[config.mk]
export PLATFORM = sky130hd
export DESIGN_NAME = ultrasonic_ranger_multi
export DESIGN_NICKNAME = d
export VERILOG_FILES = /design/src/rtl/ultrasonic_ranger_multi.sv
export SDC_FILE = /design/constraint.sdc
export NUM_CORES = 1
export LEC_CHECK = 0
export CAP_MARGIN = 40
export CELL_PAD_IN_SITES_DETAIL_PLACEMENT = 2
export CELL_PAD_IN_SITES_GLOBAL_PLACEMENT = 2
export CORE_UTILIZATION = 39
export CTS_CLUSTER_DIAMETER = 80
export DETAILED_ROUTE_END_ITERATION = 10
export PLACE_DENSITY_LB_ADDON = 0.25
export SYNTH_ARGS = -nofsm -noshare
export SYNTH_HDL_FRONTEND = slang
export SYNTH_SLANG_ARGS = --single-unit
[constraint.sdc]
create_clock -name clk -period 4.8 [get_ports clk]
set_input_delay 0.96 -clock clk [delete_from_list [all_inputs] [get_ports clk]]
set_output_delay 0.96 -clock clk [all_outputs]
set_load 0.02 [all_outputs]
[src/rtl/ultrasonic_ranger_multi.sv]
// Round-robin HC-SR04 controller: triggers N_CH sensors in turn, times each echo in
// centimetres and reports missing or over-long echoes as timeouts on a valid-strobe stream.
module ultrasonic_ranger_multi #(
    parameter int CLK_HZ     = 27_000_000,
    parameter int N_CH       = 2,
    parameter int DIST_W     = 16,
    parameter int TRIG_US    = 10,
    parameter int TIMEOUT_US = 30000,
    parameter int GAP_US     = 10000,
    parameter int US_PER_CM  = 58,
    localparam int CH_W      = (N_CH > 1) ? $clog2(N_CH) : 1
) (
    input  logic              clk,
    input  logic              rst,
    input  logic              en,
    output logic [N_CH-1:0]   trig,
    input  logic [N_CH-1:0]   echo,
    output logic              out_valid,
    output logic [CH_W-1:0]   out_ch,
    output logic [DIST_W-1:0] out_dist,
    output logic              out_timeout,
    output logic              busy
);
    localparam int US_DIV = CLK_HZ / 1_000_000;
    localparam int DIV_W  = (US_DIV > 1) ? $clog2(US_DIV) : 1;
    localparam logic [DIV_W-1:0] DIV_LAST  = DIV_W'(US_DIV - 1);
    localparam logic [31:0]      TRIG_LAST = 32'(TRIG_US - 1);
    localparam logic [31:0]      TMO_LAST  = 32'(TIMEOUT_US - 1);
    localparam logic [31:0]      GAP_LAST  = 32'(GAP_US - 1);
    localparam logic [31:0]      CM_LAST   = 32'(US_PER_CM - 1);
    localparam logic [CH_W-1:0]  CH_LAST   = CH_W'(N_CH - 1);

    typedef enum logic [2:0] {IDLE, TRIG, WAIT_RISE, MEASURE, REPORT, GAP} state_t;

    state_t              state_q, state_d;
    logic [CH_W-1:0]     ch_q, ch_d;
    logic [N_CH-1:0]     echo_s1_q, echo_s2_q;
    logic [DIV_W-1:0]    div_q, div_d;
    logic [31:0]         us_q, us_d;
    logic [31:0]         cmdiv_q, cmdiv_d;
    logic [DIST_W-1:0]   cm_q, cm_d;
    logic [CH_W-1:0]     out_ch_q;
    logic [DIST_W-1:0]   out_dist_q;
    logic                out_tmo_q;
    logic                rpt_tmo;
    logic                us_tick;
    logic                echo_sel;

    assign us_tick  = (div_q == DIV_LAST);
    assign echo_sel = echo_s2_q[ch_q];

    always_comb begin
        state_d = state_q;
        ch_d    = ch_q;
        rpt_tmo = 1'b0;
        case (state_q)
            IDLE:      if (en) state_d = TRIG;
            TRIG:      if (us_tick && us_q == TRIG_LAST) state_d = WAIT_RISE;
            WAIT_RISE: begin
                if (echo_sel) begin
                    state_d = MEASURE;
                end else if (us_tick && us_q == TMO_LAST) begin
                    state_d = REPORT;
                    rpt_tmo = 1'b1;
                end
            end
            MEASURE: begin
                if (!echo_sel) begin
                    state_d = REPORT;
                end else if (us_tick && us_q == TMO_LAST) begin
                    state_d = REPORT;
                    rpt_tmo = 1'b1;
                end
            end
            REPORT:    state_d = GAP;
            GAP: begin
                if (us_tick && us_q == GAP_LAST) begin
                    ch_d    = (ch_q == CH_LAST) ? '0 : ch_q + CH_W'(1);
                    state_d = en ? TRIG : IDLE;
                end
            end
            default:   state_d = IDLE;
        endcase
    end

    // Time base restarts on every state change so each state measures from its own entry.
    always_comb begin
        div_d   = us_tick ? '0 : div_q + DIV_W'(1);
        us_d    = us_tick ? us_q + 32'd1 : us_q;
        cmdiv_d = cmdiv_q;
        cm_d    = cm_q;
        if (state_d != state_q) begin
            div_d = '0;
            us_d  = '0;
        end
        if (state_d == MEASURE && state_q != MEASURE) begin
            cmdiv_d = '0;
            cm_d    = '0;
        end else if (state_q == MEASURE && us_tick) begin
            cmdiv_d = (cmdiv_q == CM_LAST) ? '0 : cmdiv_q + 32'd1;
            if (cmdiv_q == CM_LAST && cm_q != '1) cm_d = cm_q + DIST_W'(1);
        end
    end

    always_ff @(posedge clk or posedge rst) begin
        if (rst) begin
            echo_s1_q <= '0;
            echo_s2_q <= '0;
        end else begin
            echo_s1_q <= echo;
            echo_s2_q <= echo_s1_q;
        end
    end

    always_ff @(posedge clk or posedge rst) begin
        if (rst) begin
            state_q    <= IDLE;
            ch_q       <= '0;
            div_q      <= '0;
            us_q       <= '0;
            cmdiv_q    <= '0;
            cm_q       <= '0;
            out_ch_q   <= '0;
            out_dist_q <= '0;
            out_tmo_q  <= 1'b0;
        end else begin
            state_q <= state_d;
            ch_q    <= ch_d;
            div_q   <= div_d;
            us_q    <= us_d;
            cmdiv_q <= cmdiv_d;
            cm_q    <= cm_d;
            // cm_d includes a centimetre completed in the very cycle the fall is seen.
            if (state_d == REPORT) begin
                out_ch_q   <= ch_q;
                out_dist_q <= rpt_tmo ? '1 : cm_d;
                out_tmo_q  <= rpt_tmo;
            end
        end
    end

    always_comb begin
        trig = '0;
        if (state_q == TRIG) trig[ch_q] = 1'b1;
    end

    assign out_valid   = (state_q == REPORT);
    assign out_ch      = out_ch_q;
    assign out_dist    = out_dist_q;
    assign out_timeout = out_tmo_q;
    assign busy        = (state_q != IDLE);

endmodule

==> results.cfg, run 1 <==
[final_layout]
n_fill_cell = 1571
syn2layout_area_growth_pct = 11.6
seq_area_sq_um = 2780
multi_input_area_sq_um = 2830
final_cell_mix = 111 x dfrtp_1, 48 x nand2_1, 46 x o21ai_0
nets = 630
final_util = 0.448
drive_gt1_frac = 0.0788
final_common_cell = dfrtp_1
antenna_cells = 0
final_cell_area_sq_um = 6510

[power_and_ir_drop]
power_per_cell_area_nw_per_um2 = 259
intPower_mw = 1.29
seqPwrFrac = 0.556
p_leak_nw = 2.66
power.switching_mw = 0.388
pwr-share-clk = 0.428
p_sw_frac = 0.231
ir_drop_mv = 0.173
combPwrFrac = 0.016

[worst_setup_path]
path_class = reg2reg
worst_setup_path_start_kind = register
cp-startpoint = div_q[0]$_DFF_PP0_
path_cells = inv_1, ha_1, and4b_1, nand4_2, nor3_1, o221ai_2, xor2_2, buf_8, buf_4, nor3_1
cp_common_cell = nor3_1
path_delay_family = simple AND/OR/NAND/NOR gates
cp_max_fo = 15
max_stage_delay_ns = 0.61
end_kind = register
worstPathArrival_ns = 3.52
cp_num_buf_inv = 3
slowest_stage = and4b_1
required_ns = 5.00
rr_startpoint = div_q[0]$_DFF_PP0_

[route]
vias = 4820
via_per_inst = 5.98
post_drt_wl_per_cell_microns = 21.1
postRouteAntennaNets = 0
drtIter0Drc = 231
routed_wl_microns = 17000
firstDrtPassIters = 4
drc = 0

[timing]
setup-violations-final = 0
rsz0062_at_grt = false
setup_tns_ns = 0
fin_crit_sh = 0.692
slew_headroom = 0.449
tightest_slew_ns = 0.819
min_period_ns = 3.32
fin_skew_ns = 0.0110
hold_viol_final = 0
drv_slew = 0
clock.fmax_mhz = 301

[outcome]
status = finished clean

[clocking]
htreeDepth = 3
cts_tree = yes
clockRootBuffer = clkbuf_16
cts_buffers = 9
clkLatencyLatePin_ns = 0.36
postCtsHoldBufs = 0
postCtsSetupRepairBufs = 0
clockBufferDepth = 2
clk_pin_slew_ns = 0.08
ctsResizeCount = 0
clock-sinks = 111

[min_path]
worstHoldStart = echo_s1_q[1]$_DFF_PP0_
hp-class = reg2reg

[global_routing]
grt_pass1_wl_microns = 28800
grt-ovfl-total = 0
grt_pass1_vias = 5518
grt_antenna_before_repair = 0
gr-usage-all-layers = 0.230
grt_max_degree = 62

[floorplanning]
core_sq_um = 14500
core.rowCount = 44
die_area_sq_um = 15400
dieHeight_microns = 124
ios = 27
start_util = 0.401
chipWidth_microns = 124

[placed_design]
dp_hpwl_microns = 12000
placedInstanceArea_sq_um = 6240
io_buffer_count = 26
gp_congestion = 0.777

[synthesis]
synth_seq_cells = 111
synthCells = 606
synth_edf_count = 0
synth_flop_cell = dfrtp_1
syn_nets = 618
avgSynthCellArea_sq_um = 9.62
netlist.area_leader.share = 0.477
yosysWarnings = 0
yosys.area.top_type = dfrtp_1
async_flop_share = 1.00
netlist_area_sq_um = 5830
netlist_top_cells_area = dfrtp_1 48%, xor2_1 4.4%, nand4_1 4.0%
synth.distinct_cells = 57
seq_area_frac_synth = 0.477

[job]
cap_violations = 0
[worst paths after layout]
path                       slack (ns)  cells past startpoint                      to
max in group asynchronous        2.78                      3      cm_q[15]$_DFF_PP0_
max reg2reg                      1.48                     10     us_q[6]$_DFFE_PP0P_
min                              0.36                      0  echo_s2_q[1]$_DFF_PP0_
min in group asynchronous        1.11                      2      out_ch$_DFFE_PP0N_
max                              1.48                     10     us_q[6]$_DFFE_PP0P_
min reg2reg                      0.36                      0  echo_s2_q[1]$_DFF_PP0_
[synth_stat cells, drive strengths merged (2+ instances only)]
library cell  instances
buf                  12
nor3                 46
mux2i                 3
o31ai                 5
nor3b                 2
xnor2                20
o21ai                47
nor2b                 2
a31oi                10
nor2                 42
inv                  16
nand4b                2
ha                    7
a2111oi               2
and3                 16
o22ai                 3
a21oi                 8
nor4                 30
and4                  7
and2                  6
xor2                 30
clkbuf               22
a2bb2oi              16
or4                   2
or3                   4
nand3                27
dfrtp               111
nand2b                5
nand2                48
nand4                39
[kinds of logic (layout without fill, tap and decap cells)]
kind of cell             Yosys count  after routing  synth area share
AND/OR/NAND/NOR                  284            284             0.274
AO/OA/AOI/OAI                    100            100             0.113
buffers and inverters             50             66            0.0384
adder cells (fa/ha/maj)            7              7            0.0150
XOR/XNOR                          50             50            0.0764
flip-flops                       111            111             0.477
multiplexers                       4              4           0.00708
[worst reg2reg max path, cell delays in order, from the launching register on]
cell	delay, ns
dfrtp_1	0.43
inv_1	0.08
ha_1	0.16
and4b_1	0.61
nand4_2	0.35
nor3_1	0.40
o221ai_2	0.18
xor2_2	0.46
buf_8	0.22
buf_4	0.20
nor3_1	0.08
[metal layers]
| metal | up-vias | global-route usage | routed length [microns] |
|---|---|---|---|
| met2 | 37 | 0.423 | 9170 |
| met5 | - | 0 | 0 |
| met4 | 0 | 0.0567 | 196 |
| li1 | 2243 | - | - |
| met3 | 17 | 0.0461 | 316 |
| met1 | 2523 | 0.270 | 7360 |
[layout make-up]
class,instances,share of cell area
clock inverter,6,0.00692
tap,184,0.0354
sequential,111,0.427
inverter,16,0.00962
multi-input combinational,445,0.435
timing repair buffer,35,0.0515
clock buffer,9,0.0346
[state kept, by name, summed over array words and instances (netlist names), 2 cells and up]
| signal | flops |
|---|---|
| echo_s1_q | 2 |
| echo_s2_q | 2 |
| us_q | 32 |
| cm_q | 16 |
| out_dist | 16 |
| state_q | 3 |
| cmdiv_q | 32 |
| div_q | 5 |
[power groups by stage]
stage	logic, mW	clock network, mW	registers, mW
finish	0.0263	0.720	0.936
global route	0.0303	0.773	0.936
CTS	0.0280	0.746	0.936
detailed placement	0.0279	0	0.955
global placement	0.0270	0	0.955
floorplan	0.0155	0	0.955
[stage by stage]
| stage | hold WS [ns] | setup slack [ns] | power (mW) | cells |
|---|---|---|---|---|
| global placement | 0.333 | 1.39 | 0.982 | 789 |
| finish | 0.356 | 1.48 | 1.68 | 806 |
| CTS | 0.359 | 1.48 | 1.71 | 806 |
| global route | 0.370 | 1.24 | 1.74 | 806 |
| floorplan | 0.331 | 0.909 | 0.970 | 606 |
| detailed placement | 0.340 | 1.56 | 0.983 | 791 |
Power figures use the tool's default switching activity.
==> run 2: changes to the inputs <==
Settings changed: CORE_UTILIZATION 39 to 35.
Clock period 4.8 ns to 3 ns, I/O delays scaled along.
==> results.cfg, run 2 (synthesis gave the netlist of run 1 again) <==
[global_routing]
gr-usage-all-layers = 0.207
grt_pass1_vias = 5245
grt_pass1_wl_microns = 27500
grt_antenna_before_repair = 0
grt-ovfl-total = 0
grt_max_degree = 38

[floorplanning]
ios = 27
core.rowCount = 46
die_area_sq_um = 17200
chipWidth_microns = 131
start_util = 0.363
dieHeight_microns = 131
core_sq_um = 16100

[worst_setup_path]
rr_startpoint = div_q[0]$_DFF_PP0_
cp-startpoint = state_q[1]$_DFF_PP0_
worst_setup_path_start_kind = register
regToRegEndpoint = div_q[3]$_DFF_PP0_
endpoint = trig[0]
rrSetupSlack_ns = 0.27
required_ns = 2.40
end_kind = primary output
path_class = reg2out
worstPathArrival_ns = 2.19
reg2regPathDepth = 9
cp_max_fo = 14

[power_and_ir_drop]
power_per_cell_area_nw_per_um2 = 416
ir_drop_mv = 0.244
p_leak_nw = 2.69

[min_path]
hp-class = reg2reg

[timing]
hold_viol_final = 0
min_period_ns = 2.79
setup-violations-final = 0
timing.hold.ws_ns = 0.366
clock.fmax_mhz = 359
drv_slew = 0
setup_tns_ns = 0
tightest_slew_ns = 0.830
fin_skew_ns = 0.0120
slew_headroom = 0.441
rsz0062_at_grt = false
fin_crit_sh = 0.929

[route]
firstDrtPassIters = 4
postRouteAntennaNets = 0
drc = 0
post_drt_wl_per_cell_microns = 19.7
routed_wl_microns = 16600
vias = 4783
via_per_inst = 5.66
drtIter0Drc = 165

[placed_design]
gp_congestion = 0.742
dp_hpwl_microns = 11600
io_buffer_count = 26

[final_layout]
drive_gt1_frac = 0.0890
nets = 638
syn2layout_area_growth_pct = 13.8
final_common_cell = dfrtp_1
antenna_cells = 0
n_fill_cell = 1723
final_cell_mix = 111 x dfrtp_1, 48 x nand2_1, 46 x o21ai_0
largestRegisters = cmdiv_q: 32 flops, us_q: 32 flops

[job]
cap_violations = 0

[clocking]
clockRootBuffer = clkbuf_16
clockBufferDepth = 2
htreeDepth = 3
clk_pin_slew_ns = 0.08
cts_tree = yes
cts_buffers = 9
postCtsHoldBufs = 0
clkLatencyLatePin_ns = 0.35
clock-sinks = 111

[outcome]
status = finished clean
-- run 2: cell types whose count changed in the layout (fill, tap and decap cells not counted), sizes merged --
cell | before | now
clkbuf | 9 | 11
bufinv | 0 | 1
inv | 18 | 15
clkinv | 4 | 0
buf | 9 | 17
clkinvlp | 0 | 3
-- run 2: cell type report --
cell class                      instances  area, sq um  area share
Clock buffer                           11          243      0.0366
Clock inverter                          3         45.0     0.00679
Inverter                               16         63.8     0.00962
Multi-Input combinational cell        445         2830       0.427
Sequential cell                       111         2780       0.419
Tap cell                              216          270      0.0408
Timing Repair Buffer                   43          400      0.0604
-- run 2: worst min path at each step --
| stage | slack, ns | end | start | cells after the start |
|---|---|---|---|---|
| 4_1_cts | 0.37 | echo_s2_q[0]$_DFF_PP0_ | echo_s1_q[0]$_DFF_PP0_ | 0 |
| 2_1_floorplan | 0.33 | echo_s2_q[0]$_DFF_PP0_ | echo_s1_q[0]$_DFF_PP0_ | 0 |
| 3_5_place_dp | 0.34 | echo_s2_q[0]$_DFF_PP0_ | echo_s1_q[0]$_DFF_PP0_ | 0 |
| 5_1_grt | 0.39 | echo_s2_q[0]$_DFF_PP0_ | echo_s1_q[0]$_DFF_PP0_ | 0 |
| 6_report | 0.37 | echo_s2_q[0]$_DFF_PP0_ | echo_s1_q[0]$_DFF_PP0_ | 0 |
| 3_3_place_gp | 0.34 | echo_s2_q[0]$_DFF_PP0_ | echo_s1_q[0]$_DFF_PP0_ | 0 |
-- run 2: where the power goes --
part | internal (mW) | leakage [nW] | switching, mW
logic | 0.00925 | 1.04 | 0.0356
clock network | 0.663 | 0.134 | 0.556
registers | 1.50 | 1.52 | 0.000702
-- run 2: worst max-delay path: stages, from the launching register on --
cell	delay, ns
dfrtp_1	0.53
or3b_2	0.58
nor2_1	0.12
clkdlybuf4s50_1	0.61
-- run 2: metal layers --
layer,share of wire,wire length (microns),vias to the layer above,global-route usage
met3,0.015,257,16,0.0334
met2,0.53,8870,30,0.381
met5,0,0,-,0
li1,-,-,2251,-
met4,0.013,209,0,0.0487
met1,0.44,7280,2486,0.251
-- run 2: repair_timing --
action                                  4_1_cts  5_1_grt
buffers inserted                              0        0
endpoints found under the setup margin        0        3
gates resized for setup                       0        1
-- run 2: per-stage QoR --
stage / instances / worst slack (ns) / total power, mW / utilization / instance area, sq um
finish: 845 / 0.213 / 2.76 / 0.413 / 6630
global placement: 831 / 0.371 / 1.57 / 0.395 / 6340
detailed placement: 831 / 0.0685 / 1.58 / 0.395 / 6340
floorplan: 606 / 0.724 / 1.55 / - / 5830
global route: 845 / 0.105 / 2.85 / 0.413 / 6630
CTS: 845 / 0.0540 / 2.80 / 0.413 / 6630
==> run 3: changes to the inputs <==
Settings changed: CTS_BUF_LIST set to sky130_fd_sc_hd__clkbuf_16, SETUP_SLACK_MARGIN set to 0.4.
==> results.cfg, run 3 (synthesis gave the netlist of run 1 again) <==
[timing]
min_period_ns = 2.54
fin_skew_ns = 0.0115
setup-violations-final = 0
drv_slew = 0
setup_tns_ns = 0
clock.fmax_mhz = 393
slew_headroom = 0.541
rsz0062_at_grt = true
tightest_slew_ns = 0.669
worst_slack_ns = 0.458
hold_viol_final = 0
fin_crit_sh = 0.847

[route]
routed_wl_microns = 17000
vias = 4886
drtIter0Drc = 173
drc = 0
firstDrtPassIters = 4
postRouteAntennaNets = 0
via_per_inst = 5.75
post_drt_wl_per_cell_microns = 20.0

[global_routing]
grt_pass1_vias = 5280
gr-usage-all-layers = 0.207
grt_antenna_before_repair = 0
grt-ovfl-total = 0
grt_pass1_wl_microns = 27500
grt_max_degree = 38

[worst_setup_path]
max_stage_delay_ns = 0.61
slowest_stage = mux2i_1
path_cells = mux2i_1, nor2_1, a211oi_1, o221ai_2, xor2_2, buf_4, nor4_2
cp_num_buf_inv = 1
path_class = reg2reg
end_kind = register
worstPathArrival_ns = 2.79
required_ns = 3.25
cp_max_fo = 19
worst_setup_path_start_kind = register
path_delay_family = multiplexers

[final_layout]
antenna_cells = 0
syn2layout_area_growth_pct = 15.9
largestRegisters = cmdiv_q: 32 flops, us_q: 32 flops
multi_input_area_sq_um = 2940
final_common_cell = dfrtp_1
final_cell_mix = 110 x dfrtp_1, 48 x nand2_1, 46 x o21ai_0
nets = 643
n_fill_cell = 1708
drive_gt1_frac = 0.112
seq_area_sq_um = 2780

[floorplanning]
die_area_sq_um = 17200
core_sq_um = 16100
chipWidth_microns = 131
ios = 27
dieHeight_microns = 131
start_util = 0.363
core.rowCount = 46

[power_and_ir_drop]
p_leak_nw = 2.73
power_per_cell_area_nw_per_um2 = 406
ir_drop_mv = 0.239

[clocking]
clock-sinks = 111
clockRootBuffer = clkbuf_16
htreeDepth = 3
clk_pin_slew_ns = 0.08
clockBufferDepth = 2
cts_buffers = 9
clkLatencyLatePin_ns = 0.35
cts_tree = yes

[job]
cap_violations = 0

[placed_design]
gp_congestion = 0.742
pre_cts_slack_ns = 0.0685
dp_hpwl_microns = 11600
io_buffer_count = 26

[outcome]
status = finished clean

[min_path]
hp-class = reg2reg
==> run 3: what timing repair did <==
| item | in CTS | in global routing |
|---|---|---|
| hold buffers | 0 | 0 |
| buffers inserted | 1 | 3 |
| gates resized for setup | 8 | 11 |
| cloned | 0 | 1 |
| pin swaps | 1 | 2 |
| endpoints found under the setup margin | 78 | 56 |
==> run 3: power breakdown <==
group | leakage, nW | switching, mW | internal [mW]
combinational | 1.08 | 0.0359 | 0.00925
clock | 0.132 | 0.563 | 0.634
sequential | 1.52 | 0.000696 | 1.50
==> run 3: layout make-up <==
| class | count | area share |
|---|---|---|
| clock inverter | 5 | 0.00778 |
| sequential | 111 | 0.411 |
| multi-input combinational | 446 | 0.435 |
| inverter | 16 | 0.00944 |
| timing repair buffer | 47 | 0.0633 |
| tap | 216 | 0.0400 |
| clock buffer | 9 | 0.0333 |
==> run 3: metal layers <==
metal	vias to the layer above	track usage	routed length, microns
met5	-	0	0
met4	0	0.0507	227
met1	2551	0.250	7410
met2	44	0.382	9120
li1	2274	-	-
met3	17	0.0338	270
==> run 3: stage by stage <==
step	utilization	std cells	area (sq um)	hold WS (ns)	power [mW]
global placement	0.395	831	6340	0.336	1.57
finish	0.421	850	6760	0.366	2.74
CTS	0.414	846	6650	0.372	2.76
global route	0.421	850	6760	0.387	2.82
floorplan	-	606	5830	0.331	1.55
detailed placement	0.395	831	6340	0.345	1.58
==> run 3: worst paths after layout <==
| check | endpoint | startpoint | depth (start not counted) | slack (ns) |
|---|---|---|---|---|
| min in group asynchronous | us_q[23]$_DFFE_PP0P_ | rst | 2 | 0.56 |
| setup / recovery | div_q[3]$_DFF_PP0_ | ch_q$_DFFE_PP0P_ | 7 | 0.46 |
| setup reg to reg | div_q[3]$_DFF_PP0_ | ch_q$_DFFE_PP0P_ | 7 | 0.46 |
| max in group asynchronous | out_dist[3]$_DFFE_PP0N_ | rst | 3 | 1.76 |
| hold reg to reg | echo_s2_q[0]$_DFF_PP0_ | echo_s1_q[0]$_DFF_PP0_ | 0 | 0.37 |
| hold / removal | echo_s2_q[0]$_DFF_PP0_ | echo_s1_q[0]$_DFF_PP0_ | 0 | 0.37 |
